File: src/rtl/dutb_param_pkg.sv
// Shared types and defaults for the dutb fail monitor: stop causes, FSM states
// and the fail_total width helper.
package dutb_param_pkg;

  localparam int DUTB_MAX_FAIL_NUM_DEF = 16;

  typedef enum logic [1:0] {
    STOP_NONE    = 2'b00,
    STOP_FAIL    = 2'b01,
    STOP_TIMEOUT = 2'b10
  } stop_cause_t;

  typedef enum logic [1:0] {
    ST_IDLE    = 2'b00,
    ST_RUN     = 2'b01,
    ST_DRAIN   = 2'b10,
    ST_STOPPED = 2'b11
  } fail_mon_state_t;

  // A budget of 0 still needs a 1-bit fail_total port.
  function automatic int fail_total_width(input int max_fail);
    return (max_fail > 0) ? $clog2(max_fail + 1) : 1;
  endfunction

endpackage

File: src/rtl/dutb_sat_counter.sv
// Saturating up-counter: adds inc_i each cycle, clamps at P_MAX, synchronous clear.
module dutb_sat_counter #(
  parameter int             P_W     = 8,
  parameter int             P_INC_W = 1,
  parameter logic [P_W-1:0] P_MAX   = '1
) (
  input  logic               clk_i,
  input  logic               clr_i,
  input  logic [P_INC_W-1:0] inc_i,
  output logic [P_W-1:0]     cnt_o
);

  // One extra bit so the pre-clamp sum cannot wrap.
  localparam int SW = ((P_W > P_INC_W) ? P_W : P_INC_W) + 1;

  logic [P_W-1:0] cnt_q, cnt_d;
  logic [SW-1:0]  sum;

  always_comb begin
    sum   = SW'(cnt_q) + SW'(inc_i);
    cnt_d = (sum > SW'(P_MAX)) ? P_MAX : sum[P_W-1:0];
  end

  always_ff @(posedge clk_i) begin
    if (clr_i) cnt_q <= '0;
    else       cnt_q <= cnt_d;
  end

  assign cnt_o = cnt_q;

endmodule

File: src/rtl/dutb_fail_monitor.sv
// Multi-channel pass/fail tracker issuing a stop request on fail budget or idle timeout.
// Build option: DUTB_FAIL_MON_TIMEOUT_EN adds the idle timer and the timeout stop path.
//
// state      | meaning
// IDLE       | waiting for enable, verdicts ignored
// RUN        | counting verdicts, watching budget and idle timer
// DRAIN      | stop_req high, still counting, waiting for stop_ack
// STOPPED    | done, verdicts ignored until reset
module dutb_fail_monitor
  import dutb_param_pkg::*;
#(
  parameter int P_CH_NUM       = 4,
  parameter int P_MAX_FAIL_NUM = DUTB_MAX_FAIL_NUM_DEF,
  parameter int P_CNT_WIDTH    = 16,
  parameter int P_TIMEOUT      = 1024
) (
  input  logic                                        clk,
  input  logic                                        rst_n,
  input  logic                                        enable,
  input  logic [P_CH_NUM-1:0]                         chk_valid,
  input  logic [P_CH_NUM-1:0]                         chk_pass,
  output logic [P_CH_NUM*P_CNT_WIDTH-1:0]             pass_cnt,
  output logic [P_CH_NUM*P_CNT_WIDTH-1:0]             fail_cnt,
  output logic [fail_total_width(P_MAX_FAIL_NUM)-1:0] fail_total,
  output logic                                        stop_req,
  input  logic                                        stop_ack,
  output logic [1:0]                                  stop_cause,
  output logic                                        done
);

  localparam int FW = fail_total_width(P_MAX_FAIL_NUM);
  localparam int IW = $clog2(P_CH_NUM + 1);

  fail_mon_state_t state_q, state_d;
  stop_cause_t     cause_q, cause_d;
  logic            stop_req_q, stop_req_d;
  logic            done_q, done_d;

  logic                counting;
  logic [P_CH_NUM-1:0] pass_hit, fail_hit;
  logic [IW-1:0]       fail_inc;
  logic                budget_hit, timeout_hit;

  assign counting = (state_q == ST_RUN) || (state_q == ST_DRAIN);
  assign pass_hit = counting ? (chk_valid & chk_pass)  : '0;
  assign fail_hit = counting ? (chk_valid & ~chk_pass) : '0;

  always_comb begin
    fail_inc = '0;
    for (int c = 0; c < P_CH_NUM; c++) fail_inc = fail_inc + IW'(fail_hit[c]);
  end

  for (genvar c = 0; c < P_CH_NUM; c++) begin : g_ch
    dutb_sat_counter #(.P_W(P_CNT_WIDTH), .P_INC_W(1)) u_pass (
      .clk_i (clk),
      .clr_i (~rst_n),
      .inc_i (pass_hit[c]),
      .cnt_o (pass_cnt[c*P_CNT_WIDTH +: P_CNT_WIDTH])
    );
    dutb_sat_counter #(.P_W(P_CNT_WIDTH), .P_INC_W(1)) u_fail (
      .clk_i (clk),
      .clr_i (~rst_n),
      .inc_i (fail_hit[c]),
      .cnt_o (fail_cnt[c*P_CNT_WIDTH +: P_CNT_WIDTH])
    );
  end

  dutb_sat_counter #(.P_W(FW), .P_INC_W(IW), .P_MAX(FW'(P_MAX_FAIL_NUM))) u_total (
    .clk_i (clk),
    .clr_i (~rst_n),
    .inc_i (fail_inc),
    .cnt_o (fail_total)
  );

  // Evaluated on the unclipped next total so stop_req rises with fail_total.
  assign budget_hit = (P_MAX_FAIL_NUM != 0) && (state_q == ST_RUN) &&
                      ((int'(fail_total) + int'(fail_inc)) >= P_MAX_FAIL_NUM);

`ifdef DUTB_FAIL_MON_TIMEOUT_EN
  localparam int TW = (P_TIMEOUT > 1) ? $clog2(P_TIMEOUT) : 1;

  logic [TW-1:0] tmr_q, tmr_d;

  always_comb begin
    tmr_d = '0;
    if ((state_q == ST_RUN) && !(|chk_valid)) tmr_d = tmr_q + 1'b1;
  end

  always_ff @(posedge clk) begin
    if (!rst_n) tmr_q <= '0;
    else        tmr_q <= tmr_d;
  end

  assign timeout_hit = (state_q == ST_RUN) && !(|chk_valid) && (tmr_q == TW'(P_TIMEOUT - 1));
`else
  // No idle timer in this build; the comparison is constant false for legal P_TIMEOUT.
  assign timeout_hit = (P_TIMEOUT < 0);
`endif

  always_comb begin
    state_d    = state_q;
    cause_d    = cause_q;
    stop_req_d = stop_req_q;
    done_d     = done_q;
    case (state_q)
      ST_IDLE: if (enable) state_d = ST_RUN;
      ST_RUN: begin
        if (budget_hit) begin
          state_d    = ST_DRAIN;
          cause_d    = STOP_FAIL;
          stop_req_d = 1'b1;
        end else if (timeout_hit) begin
          state_d    = ST_DRAIN;
          cause_d    = STOP_TIMEOUT;
          stop_req_d = 1'b1;
        end else if (!enable) begin
          state_d = ST_IDLE;
        end
      end
      ST_DRAIN: if (stop_ack) begin
        state_d    = ST_STOPPED;
        stop_req_d = 1'b0;
        done_d     = 1'b1;
      end
      ST_STOPPED: state_d = ST_STOPPED;
      default:    state_d = ST_IDLE;
    endcase
  end

  always_ff @(posedge clk) begin
    if (!rst_n) begin
      state_q    <= ST_IDLE;
      cause_q    <= STOP_NONE;
      stop_req_q <= 1'b0;
      done_q     <= 1'b0;
    end else begin
      state_q    <= state_d;
      cause_q    <= cause_d;
      stop_req_q <= stop_req_d;
      done_q     <= done_d;
    end
  end

  assign stop_req   = stop_req_q;
  assign stop_cause = cause_q;
  assign done       = done_q;

endmodule

File: config.mk
export PLATFORM = sky130hd
export DESIGN_NAME = dutb_fail_monitor
export DESIGN_NICKNAME = d
export VERILOG_FILES = /design/src/rtl/dutb_param_pkg.sv /design/src/rtl/dutb_sat_counter.sv /design/src/rtl/dutb_fail_monitor.sv
export SDC_FILE = /design/constraint.sdc
export NUM_CORES = 1
export LEC_CHECK = 0
export ABC_CLOCK_PERIOD_IN_PS = 4400
export CAP_MARGIN = 10
export CORE_MARGIN = 2
export CORE_UTILIZATION = 50
export DETAILED_ROUTE_END_ITERATION = 8
export PLACE_DENSITY_LB_ADDON = 0.15
export SETUP_SLACK_MARGIN = 0.4
export SLEW_MARGIN = 0
export SYNTH_ARGS = -nofsm -noshare
export SYNTH_HDL_FRONTEND = slang
export SYNTH_SLANG_ARGS = --single-unit
File: constraint.sdc
create_clock -name clk -period 4.4 [get_ports clk]
set_clock_uncertainty 0.1 [all_clocks]
set_input_delay 0.66 -clock clk [delete_from_list [all_inputs] [get_ports clk]]
set_output_delay 0.66 -clock clk [all_outputs]
set_load 0.02 [all_outputs]
==> qor.txt <==
=================================================================================
Horizontal die dimension                                                   117 µm
Post-synthesis instance area                                             6400 µm²
Arrival time worst endpoint                                               3.98 ns
Cell type with the largest total area after synthesis                sky130_fd_sc_hd__dfxtp_1
Cell count of the worst hold path                                               1
Share of total power in combinational logic                                  5.7%
Maxcap violations                                                               0
Iter 0 DRT Violations                                                         398
Final critical-path share of the clock period                               85.3%
Post-Syn Nets                                                                 764
Worst-Margin Slew                                                        0.846 ns
Cell area reported after detailed placement                              8000 µm²
Net load switching power                                                 0.591 mW
Cell count after placement                                                  1,021
Antenna cell count                                                              0
CORE AREA                                                              12,600 µm²
Area added between synthesis and finish                                     33.8%
Mean number of vias per cell                                                 5.36
Number of buffers on the longest clock path                                     2
Syn avg cell area                                                        8.84 µm²
Largest stage delay on the critical path                                  0.47 ns
Most used flip-flop cell after synthesis                             sky130_fd_sc_hd__dfxtp_1
Areal power density over the cells                                     318 nW/µm²
Largest net degree at the start of global routing                              64
Final max-slew violation count                                                  0
Highest-delay cell along the critical path                           sky130_fd_sc_hd__fa_1
Worst reg-to-reg path cell count                                               14
PortBufs                                                                      147
Critical path cell sequence                                          inv_1, ha_4, nand3b_1, xnor2_1, ha_1, ha_1, ha_1, inv_1, fa_1, nand2b_4, a21boi_2, o32ai_4, a31oi_4, mux2i_1
DR pass1 iterations                                                             4
Synth cell count leaders                                             sky130_fd_sc_hd__dfxtp_1 (138), sky130_fd_sc_hd__a21oi_1 (108), sky130_fd_sc_hd__nand2_1 (60), sky130_fd_sc_hd__nand3_1 (48), sky130_fd_sc_hd__xor2_1 (48)
CTS buffer count                                                               17
TritonCTS sink count                                                          138
RSZ-0062 raised after global routing                                           no
Clock root cell                                                      sky130_fd_sc_hd__clkbuf_16
Worst hold-check path type                                             reg -> reg
Critical Path Sink Type                                                 flip-flop
Most common cell in the netlist                                      sky130_fd_sc_hd__dfxtp_1
Post-Route WL                                                           15,600 µm
Register bit count reported by yosys                                          138
Final net count                                                               908
First-pass GRT wire length                                              24,700 µm
Total of endpoints with negative setup slack in the final report                0
Area of the die                                                        13,700 µm²
Cell Int Power                                                            2.13 mW
Synthesized instance count                                                    724
Highest fanout seen on the critical path                                        9
Filler Cells Inserted                                                       1,032
Leakage Power                                                             3.07 nW
Hold violation total from the final report                                      0
Netlist cell types                                                             51
Sw frac                                                                     21.8%
Vias                                                                        5,637
VDD IR-drop max                                                        0.000240 V
Clock latency of the later-clocked register in the worst-skew pair        0.41 ns
Number of placement rows                                                       41
Maximum frequency from static timing analysis                           0.266 GHz
Remaining antenna violation count after routing                                 0
Final worst path period need                                              3.75 ns
Final Cell Area                                                          8560 µm²
Ys Warns                                                                        0
Portion of synthesized cell area occupied by the leading cell type          43.2%
DRC Markers                                                                     0
Async set-or-reset flop fraction in the synthesized netlist                    0%
Die Span Y                                                                 117 µm
Clock network fraction of total power                                       47.4%
Relative slew margins                                                       43.5%
Clock transition at the registers of the reported paths                   0.05 ns
Boundary pin count                                                            149
Starting density of the core                                                50.9%
Fraction of layout instances using a drive strength above 1                 4.89%
Via count of the first global-routing pass                                  5,274
Outcome                                                                 completed
Kind of start point of the critical path                                flip-flop
Number of enable flip-flop cells after synthesis                                0
Start-to-end type of the worst setup path                              reg -> reg
Max H-tree Level                                                                4
Overflow after GRT                                                              0
Fraction of the yosys area taken by sequential cells                        43.2%
Final total negative setup slack                                             0 ns
Routability cong.                                                           0.835
Cell Count, Final, Fillers Out                                              1,051
Leading cell types by total area after synthesis                     sky130_fd_sc_hd__dfxtp_1 (43%), sky130_fd_sc_hd__a21oi_1 (8.4%), sky130_fd_sc_hd__xor2_1 (6.6%), sky130_fd_sc_hd__ha_1 (5.3%), sky130_fd_sc_hd__xnor2_1 (5.1%)
Wirelength per Cell                                                       14.8 µm
Half-perimeter wire length after placement                              11,000 µm
Total global-route track usage                                              22.8%
Antenna violations before repair                                                0
Most repeated library cell on the critical path                      sky130_fd_sc_hd__ha_1
Required time of the worst setup path                                     4.63 ns
Clock tree from TritonCTS                                                   built
Sequential group share of total power                                       47.0%
=================================================================================
[through the flow]
step / util (%) / setup WS [ns] / hold slack, ns / power [mW]
CTS: 67.9 / 0.436 / 0.373 / 2.74
finish: 68.1 / 0.645 / 0.369 / 2.72
global route: 68.1 / 0.411 / 0.389 / 2.81
floorplan: - / 0.691 / 0.368 / 1.38
detailed placement: 63.6 / 0.155 / 0.356 / 1.45
global placement: 63.6 / 0.287 / 0.352 / 1.44
[layout make-up]
class / count / area (µm²) / area share (%)
multi-input cells: 525 / 3420 / 40.0
inverters: 35 / 133 / 1.55
well taps: 172 / 215 / 2.51
flip-flops and latches: 138 / 2760 / 32.3
repair buffers: 151 / 1500 / 17.5
clock inverters: 3 / 40.0 / 0.468
clock buffers: 27 / 483 / 5.64
[registers in the layout, summed over array words and instances (netlist names)]
name,count
state_q,2
stop_req,1
g_ch.u_fail.cnt_o,64
stop_cause,1
done,1
u_total.cnt_o,5
g_ch.u_pass.cnt_o,64
[power by group through the flow]
stage / Sequential, mW / Combinational (mW) / Clock (mW)
detailed placement: 1.30 / 0.144 / 0
global route: 1.28 / 0.169 / 1.36
floorplan: 1.31 / 0.0698 / 0
global placement: 1.30 / 0.140 / 0
CTS: 1.28 / 0.147 / 1.31
finish: 1.28 / 0.155 / 1.29
[worst max-delay path, delay by kind of cell (launching register included)]
| kind | cells | cell delay, ns |
|---|---|---|
| xor gates and xnor gates | 1 | 0.19 |
| DFF | 1 | 0.38 |
| AOI/OAI and AO/OA | 3 | 0.61 |
| buffers and inverters | 2 | 0.19 |
| adders and majority gates | 5 | 1.60 |
| and+or+nand+nor | 2 | 0.40 |
| muxes | 1 | 0.22 |
[cell usage in the layout (no fill, tap or decap), drive strengths merged, types with 5 or more instances in the layout]
master         synthesis  layout
or3                    7       7
inv                   35      34
xor2                  48      48
xnor2                 37      37
and3                  25      25
a31oi                  9       9
and4                   8       8
nor3b                  5       5
clkbuf                12      27
mux2i                  8       8
nand4                 21      21
nand2                 60      60
ha                    27      27
dfxtp                138     138
a21oi                108     108
nand2b                 9       9
nor2                  43      43
nand3                 50      50
nor3                  17      17
clkdlybuf4s50          0     147
[worst paths after layout]
| path | slack (ns) | to | from |
|---|---|---|---|
| setup reg to reg | 0.65 | state_q[0]$_SDFFE_PN0P_ | state_q[1]$_SDFFE_PN0P_ |
| hold / removal | 0.37 | stop_cause[0]$_SDFFE_PN0P_ | stop_cause[0]$_SDFFE_PN0P_ |
| setup / recovery | 0.65 | state_q[0]$_SDFFE_PN0P_ | state_q[1]$_SDFFE_PN0P_ |
| hold reg to reg | 0.37 | stop_cause[0]$_SDFFE_PN0P_ | stop_cause[0]$_SDFFE_PN0P_ |
[cell families (layout without fill, tap and decap cells)]
| group | after synthesis | after routing | share of synthesized area [%] |
|---|---|---|---|
| xor gates and xnor gates | 85 | 85 | 11.6 |
| and+or+nand+nor | 253 | 253 | 20.6 |
| adders and majority gates | 28 | 28 | 5.59 |
| other | 1 | 1 | 0.0586 |
| buffers and inverters | 61 | 216 | 3.93 |
| AOI/OAI and AO/OA | 150 | 150 | 13.7 |
| muxes | 8 | 8 | 1.25 |
| DFF | 138 | 138 | 43.2 |
[routing by layer]
metal	GRT usage [%]	share of wire, %
met2	36.5	47
met1	29.3	46
met3	6.13	5.4
met5	0	0
met4	9.33	1.6
[timing repair]
item / in CTS / in global routing
setup endpoints to repair: 3 / 3
cloned: 0 / 0
hold buffers: 0 / 0
gates resized for setup: 3 / 4
pin swaps: 0 / 2
buffers inserted: 0 / 0
Power figures use the tool's default switching activity.
